==> src/rtl/pipe_ctrl_unit.sv <==
// ID-stage control unit: decodes opCode into a registered ID/EX control bundle,
// inserts bubbles on hazard/flush and sequences multi-cycle MUL with a two-state FSM.
module pipe_ctrl_unit #(
    parameter int OP_CODE_LEN = 4,
    parameter int EXE_CMD_LEN = 4,
    parameter int MUL_CYCLES  = 3
) (
    input  logic                   clk,
    input  logic                   rst_n,
    input  logic [OP_CODE_LEN-1:0] opCode,
    input  logic                   hazard_detected,
    input  logic                   flush,
    output logic                   stall,
    output logic                   busy,
    output logic [EXE_CMD_LEN-1:0] EXE_CMD,
    output logic [1:0]             Branch_command,
    output logic                   branchEn,
    output logic                   Is_Imm,
    output logic                   ST_or_BNE,
    output logic                   WB_EN,
    output logic                   MEM_R_EN,
    output logic                   MEM_W_EN,
    output logic                   illegal_op,
    output logic                   state_dbg
);

    localparam int CW = $clog2(MUL_CYCLES + 1);

    localparam logic [OP_CODE_LEN-1:0] OP_NOP  = OP_CODE_LEN'(0);
    localparam logic [OP_CODE_LEN-1:0] OP_ADD  = OP_CODE_LEN'(1);
    localparam logic [OP_CODE_LEN-1:0] OP_SUB  = OP_CODE_LEN'(2);
    localparam logic [OP_CODE_LEN-1:0] OP_AND  = OP_CODE_LEN'(3);
    localparam logic [OP_CODE_LEN-1:0] OP_OR   = OP_CODE_LEN'(4);
    localparam logic [OP_CODE_LEN-1:0] OP_ADDI = OP_CODE_LEN'(5);
    localparam logic [OP_CODE_LEN-1:0] OP_MUL  = OP_CODE_LEN'(6);
    localparam logic [OP_CODE_LEN-1:0] OP_LDR  = OP_CODE_LEN'(7);
    localparam logic [OP_CODE_LEN-1:0] OP_STR  = OP_CODE_LEN'(8);
    localparam logic [OP_CODE_LEN-1:0] OP_BEQ  = OP_CODE_LEN'(9);
    localparam logic [OP_CODE_LEN-1:0] OP_BNE  = OP_CODE_LEN'(10);
    localparam logic [OP_CODE_LEN-1:0] OP_JMP  = OP_CODE_LEN'(11);

    typedef enum logic {
        IDLE     = 1'b0,
        MUL_BUSY = 1'b1
    } state_t;

    typedef struct packed {
        logic [EXE_CMD_LEN-1:0] exe_cmd;
        logic [1:0]             br_cmd;
        logic                   branch_en;
        logic                   is_imm;
        logic                   st_or_bne;
        logic                   wb_en;
        logic                   mem_r_en;
        logic                   mem_w_en;
        logic                   illegal;
    } ctrl_t;

    localparam ctrl_t BUBBLE = '0;

    state_t        state;
    logic [CW-1:0] count;
    ctrl_t         ctrl_q;
    ctrl_t         dec;

    function automatic ctrl_t mul_ctrl(input logic wb);
        ctrl_t c;
        c         = BUBBLE;
        c.exe_cmd = EXE_CMD_LEN'(5);
        c.wb_en   = wb;
        return c;
    endfunction

    always_comb begin
        dec = BUBBLE;
        case (opCode)
            OP_NOP:  dec = BUBBLE;
            OP_ADD:  begin dec.exe_cmd = EXE_CMD_LEN'(1); dec.wb_en = 1'b1; end
            OP_SUB:  begin dec.exe_cmd = EXE_CMD_LEN'(2); dec.wb_en = 1'b1; end
            OP_AND:  begin dec.exe_cmd = EXE_CMD_LEN'(3); dec.wb_en = 1'b1; end
            OP_OR:   begin dec.exe_cmd = EXE_CMD_LEN'(4); dec.wb_en = 1'b1; end
            OP_ADDI: begin
                dec.exe_cmd = EXE_CMD_LEN'(1);
                dec.is_imm  = 1'b1;
                dec.wb_en   = 1'b1;
            end
            OP_MUL:  dec = mul_ctrl(1'b0);
            OP_LDR:  begin
                dec.exe_cmd  = EXE_CMD_LEN'(1);
                dec.is_imm   = 1'b1;
                dec.wb_en    = 1'b1;
                dec.mem_r_en = 1'b1;
            end
            OP_STR:  begin
                dec.exe_cmd   = EXE_CMD_LEN'(1);
                dec.is_imm    = 1'b1;
                dec.st_or_bne = 1'b1;
                dec.mem_w_en  = 1'b1;
            end
            OP_BEQ:  begin
                dec.exe_cmd   = EXE_CMD_LEN'(2);
                dec.br_cmd    = 2'b01;
                dec.branch_en = 1'b1;
            end
            OP_BNE:  begin
                dec.exe_cmd   = EXE_CMD_LEN'(2);
                dec.br_cmd    = 2'b10;
                dec.branch_en = 1'b1;
                dec.st_or_bne = 1'b1;
            end
            OP_JMP:  begin
                dec.br_cmd    = 2'b11;
                dec.branch_en = 1'b1;
            end
            default: dec.illegal = 1'b1;
        endcase
    end

    // Front-end handshake: stall=1 means the opCode in IF/ID is not consumed this
    // cycle and PC/IF/ID must hold it; stall=0 means it is taken at the next edge.
    // Flush always releases the front end so the branch target can enter.
    always_comb begin
        stall = 1'b0;
        if (rst_n && !flush) begin
            if (state == MUL_BUSY)
                stall = 1'b1;
            else if (hazard_detected)
                stall = 1'b1;
            else if (opCode == OP_MUL && MUL_CYCLES > 1)
                stall = 1'b1;
        end
    end

    always_ff @(posedge clk or negedge rst_n) begin
        if (!rst_n) begin
            state  <= IDLE;
            count  <= '0;
            ctrl_q <= BUBBLE;
            busy   <= 1'b0;
        end else begin
            case (state)
                IDLE: begin
                    if (flush || hazard_detected) begin
                        ctrl_q <= BUBBLE;
                    end else if (opCode == OP_MUL) begin
                        if (MUL_CYCLES == 1) begin
                            ctrl_q <= mul_ctrl(1'b1);
                        end else begin
                            ctrl_q <= mul_ctrl(1'b0);
                            count  <= CW'(MUL_CYCLES - 1);
                            state  <= MUL_BUSY;
                            busy   <= 1'b1;
                        end
                    end else begin
                        ctrl_q <= dec;
                    end
                end
                MUL_BUSY: begin
                    if (flush) begin
                        // Abort: the MUL never reaches its write-back cycle.
                        ctrl_q <= BUBBLE;
                        count  <= '0;
                        state  <= IDLE;
                        busy   <= 1'b0;
                    end else begin
                        ctrl_q <= mul_ctrl(count == CW'(1));
                        count  <= count - CW'(1);
                        if (count == CW'(1)) begin
                            state <= IDLE;
                            busy  <= 1'b0;
                        end
                    end
                end
                default: begin
                    state  <= IDLE;
                    count  <= '0;
                    ctrl_q <= BUBBLE;
                    busy   <= 1'b0;
                end
            endcase
        end
    end

    assign EXE_CMD        = ctrl_q.exe_cmd;
    assign Branch_command = ctrl_q.br_cmd;
    assign branchEn       = ctrl_q.branch_en;
    assign Is_Imm         = ctrl_q.is_imm;
    assign ST_or_BNE      = ctrl_q.st_or_bne;
    assign WB_EN          = ctrl_q.wb_en;
    assign MEM_R_EN       = ctrl_q.mem_r_en;
    assign MEM_W_EN       = ctrl_q.mem_w_en;
    assign illegal_op     = ctrl_q.illegal;
    assign state_dbg      = (state == MUL_BUSY);

endmodule

==> config.mk <==
export PLATFORM = sky130hd
export DESIGN_NAME = pipe_ctrl_unit
export DESIGN_NICKNAME = d
export VERILOG_FILES = /design/src/rtl/pipe_ctrl_unit.sv
export SDC_FILE = /design/constraint.sdc
export NUM_CORES = 1
export LEC_CHECK = 0
export CAP_MARGIN = 20
export CORE_MARGIN = 1
export CORE_UTILIZATION = 34
export CTS_CLUSTER_DIAMETER = 100
export DETAILED_ROUTE_END_ITERATION = 10
export PLACE_DENSITY = 0.72
export SLEW_MARGIN = 5
export SYNTH_ARGS = -nofsm -noshare
export SYNTH_HDL_FRONTEND = slang
export SYNTH_SLANG_ARGS = --single-unit
export TNS_END_PERCENT = 50
==> constraint.sdc <==
create_clock -name clk -period 1.3 [get_ports clk]
set_input_delay 0.195 -clock clk [delete_from_list [all_inputs] [get_ports clk]]
set_output_delay 0.195 -clock clk [all_outputs]
set_load 0.03 [all_outputs]
==> impl_metrics.ini, run 1 <==
[routing]
first_drt_pass_iteration_count = 4
remaining_drc_errors = 0
postRouteWirelength_microns = 1580
detailroute.via_count = 620
route.detailed.wl_per_inst_microns = 11.9
route.antenna.remaining_nets = 0
first_iter_violations = 19
drt-vias-per-instance = 4.66

[timing]
final.period_utilization_pct = 96.1
setup_viol = 0
final_period_minus_worst_setup_slack_ns = 1.25
finalClockSkew_ns = 0.00381
finalHoldViolCount = 0
max_clock_freq_mhz = 800
fin_ws_ns = 0.0503
maxSlewViolCount = 0
rsz0062_at_grt = no

[synth]
mappedNetlistArea_sq_um = 737
postSynthAreaPerCell_sq_um = 10.5
synth-warning-count = 0
post_synth_num_cell_types = 30
postSynthRegisterBits = 16
synth_async_sr_flop_share_pct = 100
synthCells = 70
ys.flop_type = dfrtp_1
synth.net_count = 79
synth_edf_count = 0
synth_seq_area_share_pct = 54.3

[global_routing]
grt_max_degree = 17
grt_remaining_overflow = 0
grt_pass1_wl_microns = 2670
track_usage_pct = 15.5
grt_antenna_before_repair = 0
first_global_vias = 588

[cts]
clk_root_buffer_cell = clkbuf_4
htreeDepth = 1
clock_insertion_delay_worst_skew_ns = 0.29
clock_sinks = 16
clockBufferDepth = 2
clk_pin_slew_ns = 0.09
cts_tree = yes
total_clock_buffers_created_by_cts = 3

[cells_and_area]
n_antenna_cell = 0
finish.instance_area_sq_um = 1080
final_layout_size_suffix_gt1_share_pct = 27.4
multi_input_area_sq_um = 294
sequential_cell_area_sq_um = 402
areaGrowthSynthToFinish_pct = 47.2
net_count_reported_at_finish = 116
final_util_pct = 54.2
fillerInstances = 175

[critical_path]
worst-setup-path-type = register to output port
critical_path_buf_inv_count = 1
timing.critical_path.required_ns = 1.11
cp_slowest_cell = dfrtp_2
critical_path_max_stage_delay_ns = 0.45
start_kind = register
crit_path_end_kind = output port
cp_top_family = flip-flops
critical_path_arrival_ns = 1.05
timing.critical_path.fanout_max = 5
critical_path_cell_sequence = nor2_2 -> a21oi_2 -> buf_6

[placed_design]
dp_hpwl_microns = 1170
gpl.final_weighted_congestion = 0.775
pre_cts_slack_ns = -0.217
portBuffers = 22
placed_area_sq_um = 1060

[die]
die_outline_height_microns = 48.6
design.portCount = 24
floorplan.initialDensity_pct = 36.8
die_area_sq_um = 2360
std_cell_rows = 16
dieWidth_microns = 48.6
core_area_sq_um = 2000

[power_and_ir_drop]
p_per_area_nw_per_um2 = 1070
worst_ir_drop_vdd_uv = 673
p_leak_nw = 0.584

[job]
timing.max_cap.violations = 0

[outcome]
outcome = finished clean

[min_path]
hold_path.class = input port to async pin
logic make-up (layout without fill, tap and decap cells):
group	count (synthesis)	count (layout)	share of synthesized area, %
xor+xnor	2	2	2.38
compound gates	14	14	12.6
other cells	1	1	0.509
flops	16	16	54.3
simple gates	27	27	21.2
fa+ha+maj	1	1	1.70
buf+inv	9	45	7.30
power breakdown:
part	leakage [nW]	switching [mW]	internal, mW
registers	0.214	0.0217	0.540
logic	0.350	0.160	0.121
clock network	0.0210	0.152	0.171
stage by stage:
step	hold slack [ns]	power [mW]	cells	setup TNS [ns]
3_3_place_gp	0.487	0.861	129	-2.10
2_1_floorplan	-0.101	0.740	70	0
5_1_grt	0.270	1.23	133	0
3_5_place_dp	0.495	0.869	129	-2.29
4_1_cts	0.247	1.18	133	0
6_report	0.243	1.17	133	0
repair_timing:
item                       4_1_cts  5_1_grt
setup endpoints to repair       14        1
pin swaps                        2        0
hold buffers                     0        0
gates resized for setup         21        1
hold endpoints to repair         0        0
gates cloned                     0        0
setup buffers                    0        0
path summary, 6_finish.rpt:
path                       startpoint          to  slack (ns)  depth (start not counted)
setup / recovery            state_dbg       stall        0.05                          3
hold / removal                  rst_n  illegal_op        0.24                          2
setup reg to reg            state_dbg    MEM_R_EN        0.12                          2
hold reg to reg              count[0]    count[0]        0.50                          1
max in group asynchronous       rst_n   state_dbg        0.87                          2
min in group clk            opCode[2]  EXE_CMD[1]        0.35                          3
synthesized netlist by cell type, types with 2 or more instances:
master   instances  share of area [%]
nor2_1           9                4.6
nand2_1          5                2.5
inv_1            5                2.5
o22ai_1          2                1.7
o21ai_0          3                2.0
a21oi_1          5                3.4
and3_1           2                1.7
buf_6            2                3.1
dfrtp_1         16                 54
routing by layer:
layer  global-route usage, %  routed length, microns  up-vias
met3                    4.09                      77        2
met4                    10.3                      14        0
met5                       0                       0        -
met1                    19.3                     714      291
li1                        -                       -      302
met2                    23.7                     775       25
registers in the layout, indices dropped and copies added, names as in the netlist:
register / flops
illegal_op: 1
MEM_W_EN: 1
Is_Imm: 1
branchEn: 1
Branch_command: 2
state_dbg: 1
count: 2
ST_or_BNE: 1
MEM_R_EN: 1
WB_EN: 1
busy: 1
EXE_CMD: 3
cell type report:
class / count / share of cell area [%]
Sequential cell: 16 / 37.0
Timing Repair Buffer: 36 / 27.7
Multi-Input combinational cell: 45 / 27.1
Clock buffer: 4 / 3.34
Inverter: 5 / 1.73
Tap cell: 27 / 3.11
cells in the final DEF, fill, tap and decap left out, types with 2 or more instances in the layout:
| master | Yosys | layout |
|---|---|---|
| a21oi_1 | 5 | 4 |
| and3_1 | 2 | 2 |
| buf_4 | 1 | 15 |
| clkbuf_4 | 0 | 3 |
| dfrtp_1 | 16 | 15 |
| dlygate4sd2_1 | 0 | 19 |
| inv_1 | 5 | 5 |
| nand2_1 | 5 | 5 |
| nor2_1 | 9 | 8 |
| o21ai_0 | 3 | 3 |
| o22ai_1 | 2 | 2 |
(Power assumes the default switching activity.)
==> run 2, diff against run 1 <==
--- a/config.mk
+++ b/config.mk
@@ -9,6 +9,7 @@
 export CORE_MARGIN = 1
 export CORE_UTILIZATION = 34
 export CTS_CLUSTER_DIAMETER = 100
+export CTS_CLUSTER_SIZE = 16
 export DETAILED_ROUTE_END_ITERATION = 10
 export PLACE_DENSITY = 0.72
 export SLEW_MARGIN = 5
==> results of run 2 <==
The final DEF is identical to that of run 1; final timing and power are the same.
==> run 3, diff against run 2 <==
--- a/config.mk
+++ b/config.mk
@@ -12,6 +12,7 @@
 export CTS_CLUSTER_SIZE = 16
 export DETAILED_ROUTE_END_ITERATION = 10
 export PLACE_DENSITY = 0.72
+export SETUP_SLACK_MARGIN = 0.15
 export SLEW_MARGIN = 5
 export SYNTH_ARGS = -nofsm -noshare
 export SYNTH_HDL_FRONTEND = slang
==> constraint.sdc (replaced) <==
create_clock -name clk -period 1.6 [get_ports clk]
set_input_delay 0.24 -clock clk [delete_from_list [all_inputs] [get_ports clk]]
set_output_delay 0.24 -clock clk [all_outputs]
set_load 0.03 [all_outputs]
==> impl_metrics.ini, run 3 (same netlist as run 1, synthesis figures left out) <==
[outcome]
outcome = finished clean

[global_routing]
first_global_vias = 579
globalRouteMet3Util_pct = 2.52
grt_antenna_before_repair = 0
track_usage_pct = 15.7
grt_pass1_wl_microns = 2730
global_route.peak_usage_layer = met2
grt_remaining_overflow = 0
grtUsageMet2_pct = 27.9
grt_max_degree = 17
global_route.usage.met1_pct = 18.4

[critical_path]
timing.critical_path.required_ns = 1.36
reg2reg_setup_slack_ns = 0.32
cp_slowest_cell = clkdlybuf4s50_1
worst-setup-path-type = register to output port
critical_path_buf_inv_count = 1
crit-reg2reg-launch = state_dbg
critical_path_cell_sequence = clkdlybuf4s50_1
cp.depth = 1
timing.critical_path.fanout_max = 1
start_kind = register
crit_path_end_kind = output port
critical_path_arrival_ns = 1.28
cp_top_family = buffers and inverters
critical_path_max_stage_delay_ns = 0.66
worstReg2RegEnd = ST_or_BNE
launch_point_of_the_critical_path = Branch_command[1]
r2r.worst_path.cells = 4

[cts]
total_clock_buffers_created_by_cts = 3
clk_root_buffer_cell = clkbuf_4
htreeDepth = 1
cts_tree = yes
clockBufferDepth = 2
cts-hold-fix-buffers = 0
clock_sinks = 16
post-cts-setup-buffer-count = 0
clock_insertion_delay_worst_skew_ns = 0.29
clk_pin_slew_ns = 0.09

[placed_design]
gpl.final_weighted_congestion = 0.795
portBuffers = 22
placed_area_sq_um = 1040
dp_hpwl_microns = 1240

[timing]
setup_viol = 0
maxSlewViolCount = 0
rsz0062_at_grt = yes
final.period_utilization_pct = 94.8
finalClockSkew_ns = 0.00234
setup_tns_ns = 0
finalHoldViolCount = 0
final_period_minus_worst_setup_slack_ns = 1.52
finalHoldWorstSlack_ns = 0.344
max_clock_freq_mhz = 659

[routing]
detailroute.via_count = 652
postRouteWirelength_microns = 1690
route.detailed.wl_per_inst_microns = 13.0
remaining_drc_errors = 0
first_drt_pass_iteration_count = 4
first_iter_violations = 18
drt-vias-per-instance = 5.02
route.antenna.remaining_nets = 0

[job]
timing.max_cap.violations = 0

[cells_and_area]
flip_flop_count_of_the_largest_register_all_copies_and_words_added = 3
mostFrequentLayoutCells = dfrtp_1 (16), buf_4 (12), dlygate4sd2_1 (11)
leading_cell_type_in_the_layout_fill_and_taps_excluded = dfrtp_1
areaGrowthSynthToFinish_pct = 46.2
finish.instance_area_sq_um = 1080
net_count_reported_at_finish = 114
final_layout_size_suffix_gt1_share_pct = 22.3
n_antenna_cell = 0

[die]
core_area_sq_um = 2000
design.portCount = 24
dieWidth_microns = 48.6
die_outline_height_microns = 48.6
floorplan.initialDensity_pct = 36.8
die_area_sq_um = 2360
std_cell_rows = 16

[min_path]
hold_path.class = input port to async pin

[power_and_ir_drop]
p_leak_nw = 0.623
sum_of_internal_switching_and_leakage_power_mw = 0.904
worst_ir_drop_vdd_uv = 353
p_per_area_nw_per_um2 = 839
[run 3: worst max path at each step]
stage / to / slack, ns
after global placement: stall / 0.02
after detailed placement: stall / 0.002
after floorplan: stall / 0.17
after CTS: MEM_W_EN / 0.08
after global routing: Branch_command[1] / 0.06
final: Branch_command[1] / 0.08
[run 3: metal layers]
metal  up-vias  wire length (microns)
met3        11                    111
met1       306                    638
met4         0                     54
li1        297                      -
met5         -                      0
met2        38                    888
[run 3: through the flow]
stage / instances / utilization [%] / setup WS [ns]
floorplan: 70 / - / 0.166
finish: 130 / 53.8 / 0.0831
CTS: 130 / 53.2 / 0.0805
global route: 130 / 53.8 / 0.0599
global placement: 127 / 52.1 / 0.0201
detailed placement: 127 / 52.1 / 0.00228
[run 3: final cells by class]
type | count | area [sq um]
fill | 178 | 925
sequential | 16 | 400
timing repair buffer | 34 | 310
multi-input combinational | 45 | 292
tap | 27 | 33.8
clock buffer | 3 | 22.5
inverter | 5 | 18.8
[run 3: power breakdown]
| part | total (mW) | switching (mW) | leakage, nW | internal, mW |
|---|---|---|---|---|
| Clock | 0.216 | 0.128 | 0.0138 | 0.0877 |
| Combinational | 0.230 | 0.132 | 0.394 | 0.0981 |
| Sequential | 0.458 | 0.0188 | 0.215 | 0.439 |
[run 3: what timing repair did]
| item | CTS | global route |
|---|---|---|
| pin swaps | 1 | 0 |
| setup endpoints to repair | 15 | 10 |
| resized for setup | 14 | 5 |
